[src/rtl/pipelined_addsub_pkg.sv]
// Shared definitions for the pipelined add/subtract unit.
//   OP_ADD / OP_SUB : encoding of the in_op input
//   stage_count()   : number of pipeline stages for a given width and slice size
package pipelined_addsub_pkg;

    localparam logic OP_ADD = 1'b0;
    localparam logic OP_SUB = 1'b1;

    function automatic int stage_count(input int width, input int chunk);
        return width / chunk;
    endfunction

endpackage

[src/rtl/pipelined_addsub_chunk.sv]
// Combinational CHUNK-bit slice adder used by every pipeline stage.
//   a_i, b_i : slice operands (b already inverted for subtraction)
//   cin_i    : carry into the slice
//   s_o      : slice sum
//   cout_o   : carry out of the slice MSB
//   cmsb_o   : carry into the slice MSB (signed-overflow detection in the top slice)
module addsub_chunk
    import pipelined_addsub_pkg::*;
#(
    parameter int CHUNK = 8
) (
    input  logic [CHUNK-1:0] a_i,
    input  logic [CHUNK-1:0] b_i,
    input  logic             cin_i,
    output logic [CHUNK-1:0] s_o,
    output logic             cout_o,
    output logic             cmsb_o
);

    logic [CHUNK:0] full;

    assign full   = {1'b0, a_i} + {1'b0, b_i} + {{CHUNK{1'b0}}, cin_i};
    assign s_o    = full[CHUNK-1:0];
    assign cout_o = full[CHUNK];
    // The carry into the MSB is recovered from the MSB sum bit and its operands.
    assign cmsb_o = a_i[CHUNK-1] ^ b_i[CHUNK-1] ^ full[CHUNK-1];

endmodule

[src/rtl/pipelined_addsub.sv]
// Pipelined two's-complement add/subtract. The WIDTH-bit operation is split into
// CHUNK-bit slices, one slice per stage, with the carry registered between stages.
//   clk, rst             : clock, synchronous active-high reset
//   in_valid/in_ready    : operation handshake (in_ready = global advance enable)
//   in_a, in_b, in_op    : operands, 0 = add, 1 = subtract
//   out_valid/out_ready  : result handshake
//   out_s                : result modulo 2^WIDTH
//   out_cout             : carry out of MSB (subtract: 1 = no borrow)
//   out_ovf, out_zero    : signed overflow, result-is-zero
module pipelined_addsub
    import pipelined_addsub_pkg::*;
#(
    parameter int WIDTH = 32,
    parameter int CHUNK = 8
) (
    input  logic             clk,
    input  logic             rst,
    input  logic             in_valid,
    output logic             in_ready,
    input  logic [WIDTH-1:0] in_a,
    input  logic [WIDTH-1:0] in_b,
    input  logic             in_op,
    output logic             out_valid,
    input  logic             out_ready,
    output logic [WIDTH-1:0] out_s,
    output logic             out_cout,
    output logic             out_ovf,
    output logic             out_zero
);

    localparam int NSTAGE = stage_count(WIDTH, CHUNK);

    if (CHUNK < 1 || (WIDTH % CHUNK) != 0) begin : g_bad_cfg
        $error("pipelined_addsub: WIDTH must be a positive multiple of CHUNK");
    end

    // Per-stage operand vector: the low slice is the next chunk of a to process,
    // the high slices hold finished sum chunks. Each stage rotates its new sum in
    // at the top, so after NSTAGE stages the vector is the complete result.
    logic [WIDTH-1:0] stg_x [NSTAGE+1];
    // Remaining (already inverted) b, shifted down one slice per stage.
    logic [WIDTH-1:0] stg_b [NSTAGE];
    logic             stg_c [NSTAGE+1];
    logic             stg_v [NSTAGE+1];
    logic             en;

    assign en       = ~stg_v[NSTAGE] | out_ready;
    assign in_ready = en;

    assign stg_x[0] = in_a;
    assign stg_b[0] = (in_op == OP_SUB) ? ~in_b : in_b;
    assign stg_c[0] = (in_op == OP_SUB);
    assign stg_v[0] = in_valid;

    for (genvar k = 0; k < NSTAGE; k++) begin : g_stage
        logic [CHUNK-1:0] sum;
        logic             cout;
        logic [WIDTH-1:0] x_d;
        logic [WIDTH-1:0] x_q;
        logic             c_q;
        logic             v_q;

        assign x_d = (stg_x[k] >> CHUNK) | (WIDTH'(sum) << (WIDTH - CHUNK));

        always_ff @(posedge clk) begin
            if (rst) begin
                x_q <= '0;
                c_q <= 1'b0;
                v_q <= 1'b0;
            end else if (en) begin
                x_q <= x_d;
                c_q <= cout;
                v_q <= stg_v[k];
            end
        end

        assign stg_x[k+1] = x_q;
        assign stg_c[k+1] = c_q;
        assign stg_v[k+1] = v_q;

        if (k < NSTAGE - 1) begin : g_mid
            logic             cmsb_unused;
            logic [WIDTH-1:0] b_q;

            addsub_chunk #(.CHUNK(CHUNK)) u_chunk (
                .a_i    (stg_x[k][CHUNK-1:0]),
                .b_i    (stg_b[k][CHUNK-1:0]),
                .cin_i  (stg_c[k]),
                .s_o    (sum),
                .cout_o (cout),
                .cmsb_o (cmsb_unused)
            );

            always_ff @(posedge clk) begin
                if (rst) begin
                    b_q <= '0;
                end else if (en) begin
                    b_q <= stg_b[k] >> CHUNK;
                end
            end

            assign stg_b[k+1] = b_q;
        end else begin : g_last
            logic cmsb;
            logic ovf_q;
            logic zero_q;

            addsub_chunk #(.CHUNK(CHUNK)) u_chunk (
                .a_i    (stg_x[k][CHUNK-1:0]),
                .b_i    (stg_b[k][CHUNK-1:0]),
                .cin_i  (stg_c[k]),
                .s_o    (sum),
                .cout_o (cout),
                .cmsb_o (cmsb)
            );

            always_ff @(posedge clk) begin
                if (rst) begin
                    ovf_q  <= 1'b0;
                    zero_q <= 1'b0;
                end else if (en) begin
                    ovf_q  <= cmsb ^ cout;
                    zero_q <= ~|x_d;
                end
            end

            assign out_ovf  = ovf_q;
            assign out_zero = zero_q;
        end
    end

    assign out_s     = stg_x[NSTAGE];
    assign out_cout  = stg_c[NSTAGE];
    assign out_valid = stg_v[NSTAGE];

endmodule

[config.mk]
export PLATFORM = sky130hd
export DESIGN_NAME = pipelined_addsub
export DESIGN_NICKNAME = d
export VERILOG_FILES = /design/src/rtl/pipelined_addsub_pkg.sv /design/src/rtl/pipelined_addsub_chunk.sv /design/src/rtl/pipelined_addsub.sv
export SDC_FILE = /design/constraint.sdc
export NUM_CORES = 1
export LEC_CHECK = 0
export CORE_ASPECT_RATIO = 2
export CORE_MARGIN = 5
export CORE_UTILIZATION = 50
export DETAILED_ROUTE_END_ITERATION = 8
export GPL_TIMING_DRIVEN = 0
export PLACE_DENSITY = 0.7
export SETUP_SLACK_MARGIN = 0.02
export SLEW_MARGIN = 30
export SYNTH_ARGS = -nofsm -noshare
export SYNTH_HDL_FRONTEND = slang
export SYNTH_HIERARCHICAL = 1
export SYNTH_SLANG_ARGS = --single-unit
[constraint.sdc]
create_clock -name clk -period 6.9 [get_ports clk]
set_input_delay 0.69 -clock clk [delete_from_list [all_inputs] [get_ports clk]]
set_output_delay 0.69 -clock clk [all_outputs]
set_load 0.01 [all_outputs]
-- Word level (Yosys, flattened, before mapping)
Index checks and enable logic that the tools add are counted.
- add/sub/neg operators: 8
- multipliers: 0
- div/mod/pow operators: 0
- order comparisons: 0
- eq/ne operators: 0
- shifts and indexed selects: 0
- mux-type cells: 1
- bitwise gates (word level): 10
- reductions and logical operators: 2
- operators by type and width (cell ; number):
    $or A24 B32 Y32 ; 4
    $add A8 B8 Y9 ; 4
    $add A9 B1 Y9 ; 4
    $mux W32 ; 1
    $not A32 Y32 ; 1
    $reduce_or A32 Y1 ; 1
    $xor A1 B1 Y1 ; 3
    $logic_not A1 Y1 ; 1
    $not A1 Y1 ; 1
    $or A1 B1 Y1 ; 1
- bits in registers: 186
- latch bits: 0
- memory bits (writable): 0
- bits in read-only memories: 0
- output and inout bits: 37
- memories: 0

-- Depth between registers and ports, before layout
- depth after elaboration: 5
- mapped depth: 10
- depth with buffers taken out: 8

-- Modules after synthesis
Netlist, hierarchy kept.
- by module, submodules not included (module ; instances ; cells an instance ; area each (um2) ; sequential area each (um2)):
    pipelined_addsub ; 1 ; 830 ; 6940.4 ; 3723.6
    addsub_chunk at g_stage[2].g_mid.u_chunk ... ; 2 ; 43 ; 364.1 ; 0.0
    addsub_chunk at g_stage[0].g_mid.u_chunk ... ; 2 ; 43 ; 345.3 ; 0.0

-- Worst setup path after synthesis
Ideal clock, no wire load.
- kind: input -> register
- start: in in_op
- end: reg g_stage[0].x_q[30]
- library setup time: 0.070 ns
- arrival: 2.611 ns
- setup slack: 4.218 ns
- stages on the path: 10
- buffers on the path: 2
- path through: buf_2 -> buf_4 -> xor2_1 -> fa_1 -> fa_1 -> a21oi_1 -> o21a_1 -> xnor2_1 -> nand2_1 -> a21oi_1
- RTL lines (element ; line ; source):
    start, declared ; pipelined_addsub.sv:22 ; input logic in_op,
    end signal, assigned ; pipelined_addsub.sv:67 ; x_q <= '0;
    end signal, assigned ; pipelined_addsub.sv:71 ; x_q <= x_d;
    end, declared ; pipelined_addsub.sv:59 ; logic [WIDTH-1:0] x_q;

==> impl_metrics.tcl <==
set metrics [dict create \
    cts.repair.resized 0 \
    clock-root-buffer "clkbuf_16" \
    dpl_cell_area_um2 9610 \
    cts_hold_buf 0 \
    hold_viol 0 \
    wl_per_cell_um 15.0 \
    worstPathArrival_ns 3.40 \
    p_leak_uw 0.00398 \
    drt_iter0_drc 213 \
    numCtsBuffers 17 \
    grt-ovfl-total 0 \
    synth_nets 1101 \
    path_cells "clkdlybuf4s50_1 -> buf_2 -> buf_4 -> xor2_1 -> fa_1 -> fa_1 -> a21oi_1 -> o21a_1 -> xnor2_1 -> nand2_1 -> a21oi_1" \
    layout_common_cells "nand2_1, dfxtp_1, a21oi_1, clkdlybuf4s50_1, xnor2_1" \
    fin_tns_setup_ns 0 \
    synth.avg_cell_area_um2 8.35 \
    grt_pass1_wl_um 32800 \
    power_switching_uw 656 \
    relSlewSlack 0.534 \
    routabilityCongestion 0.842 \
    drt-vias-per-instance 5.16 \
    power_density_nw_per_um2 245 \
    antenna_found_initial 0 \
    yosys_warnings 6 \
    hp-class "register to register" \
    outcome "finished, final reports clean" \
    cp.required_ns 7.25 \
    num_vias 6891 \
    route.detailed.drc 0 \
    ant_nets 0 \
    switching_share 0.263 \
    final_layout_size_suffix_gt1_frac 0.108 \
    post_cts_buffers 0 \
    p_int_uw 1840 \
    die-height_um 192 \
    row_count 66 \
    slowest_delay_ns 0.53 \
    fin_crit_ns 3.05 \
    cts.sinks 186 \
    nFillCells 1502 \
    fmax_mhz 328 \
    clkSlewWorstSetupHoldPaths_ns 0.07 \
    synth_area_um2 8320 \
    grt_max_degree 18 \
    num_antenna_cells 0 \
    syn_inst 996 \
    drtPass1Iterations 4 \
    worst_clock_skew_ns 0.0133 \
    p_comb_frac 0.136 \
    grt_pass1_vias 6779 \
    cts_tree "yes" \
    initial_utilization 0.509 \
    drv_cap 0 \
    rsz0062_at_grt "no" \
    worstSetupPathType "primary input to register" \
    hold_slack_ns 0.448 \
    vdd_drop_max_mv 0.163 \
    period_share 0.442 \
    ctsHtreeMaxLevel 4 \
    core-area_um2 16400 \
    drt_wl_total_um 20000 \
    setup_viol 0 \
    crit_path_top_delay_cell "clkdlybuf4s50_1" \
    nets 1224 \
    critPathLaunchType "primary input" \
    final_common_cell "nand2_1" \
    fp.dieW_um 101 \
    dp_hpwl_um 15700 \
    die_area_um2 19500 \
    clk_latency_ns 0.43 \
    cts.path.max_buffers 2 \
    critPathMaxFanout 10 \
    area_delta_synth_final_pct 22.6 \
    worst_slew_pin_slew_ns 0.699 \
    grt_usage 0.215 \
    power_frac_seq 0.479 \
    io_pins 106 \
    port_buffers 104 \
    drv_slew 0 \
    postLayoutCellArea_um2 10200 \
    totalPowerFinal_uw 2490 \
    end_kind "register" \
    p_clk_frac 0.385 \
]
## path summary, 6_finish.rpt
path	start	end	slack (ns)	cells after the start
hold / removal	out_s[4]$_SDFFE_PP0P_	out_s[4]$_SDFFE_PP0P_	0.45	2
setup / recovery	in_op	g_stage[0].x_q[30]$_SDFFE_PP0P_	3.85	11
setup reg to reg	g_stage[2].x_q[0]$_SDFFE_PP0P_	out_zero$_SDFFE_PP0P_	4.26	8
hold reg to reg	out_s[4]$_SDFFE_PP0P_	out_s[4]$_SDFFE_PP0P_	0.45	2
## power by group through the flow
stage               Sequential, uW  Clock, uW  Combinational (uW)
floorplan                     1210          0                 221
global placement              1220          0                 331
detailed placement            1220          0                 336
CTS                           1190        975                 340
global route                  1200       1030                 378
finish                        1190        961                 339
## through the flow
step | cells | setup slack [ns] | utilization
2_1_floorplan | 996 | 4.22 | -
3_3_place_gp | 1304 | 3.47 | 0.588
3_5_place_dp | 1304 | 3.42 | 0.588
4_1_cts | 1336 | 3.83 | 0.624
5_1_grt | 1336 | 3.74 | 0.624
6_report | 1336 | 3.85 | 0.624
## sequential cells by signal, indices dropped and copies added (netlist names)
signal             cells
g_stage.c_q            3
out_ovf                1
g_stage.x_q           96
g_stage.g_mid.b_q     48
g_stage.v_q            3
out_s                 32
out_zero               1
out_valid              1
out_cout               1
## area by class of cell
cell class / instances / area, um^2 / area share
sequential: 186 / 3720 / 0.365
multi-input combinational: 727 / 4120 / 0.404
buffer: 66 / 408 / 0.0400
clock buffer: 19 / 453 / 0.0444
clock inverter: 13 / 133 / 0.0130
tap: 204 / 255 / 0.0250
inverter: 17 / 66.3 / 0.00650
timing repair buffer: 104 / 1040 / 0.102
## per-layer routing
layer | part of all wire | GRT usage
met4 | 0.024 | 0.0783
met5 | 0 | 0
met1 | 0.40 | 0.239
met2 | 0.55 | 0.404
met3 | 0.029 | 0.0297
## worst max-delay path: cells and delay by family
kind                     cells  cell delay, ns
AO/OA/AOI/OAI                3            0.56
XOR/XNOR                     2            0.25
adder cells (fa/ha/maj)      2            0.85
buffers and inverters        3            0.96
AND/OR/NAND/NOR              1            0.08
(Power assumes the default switching activity.)
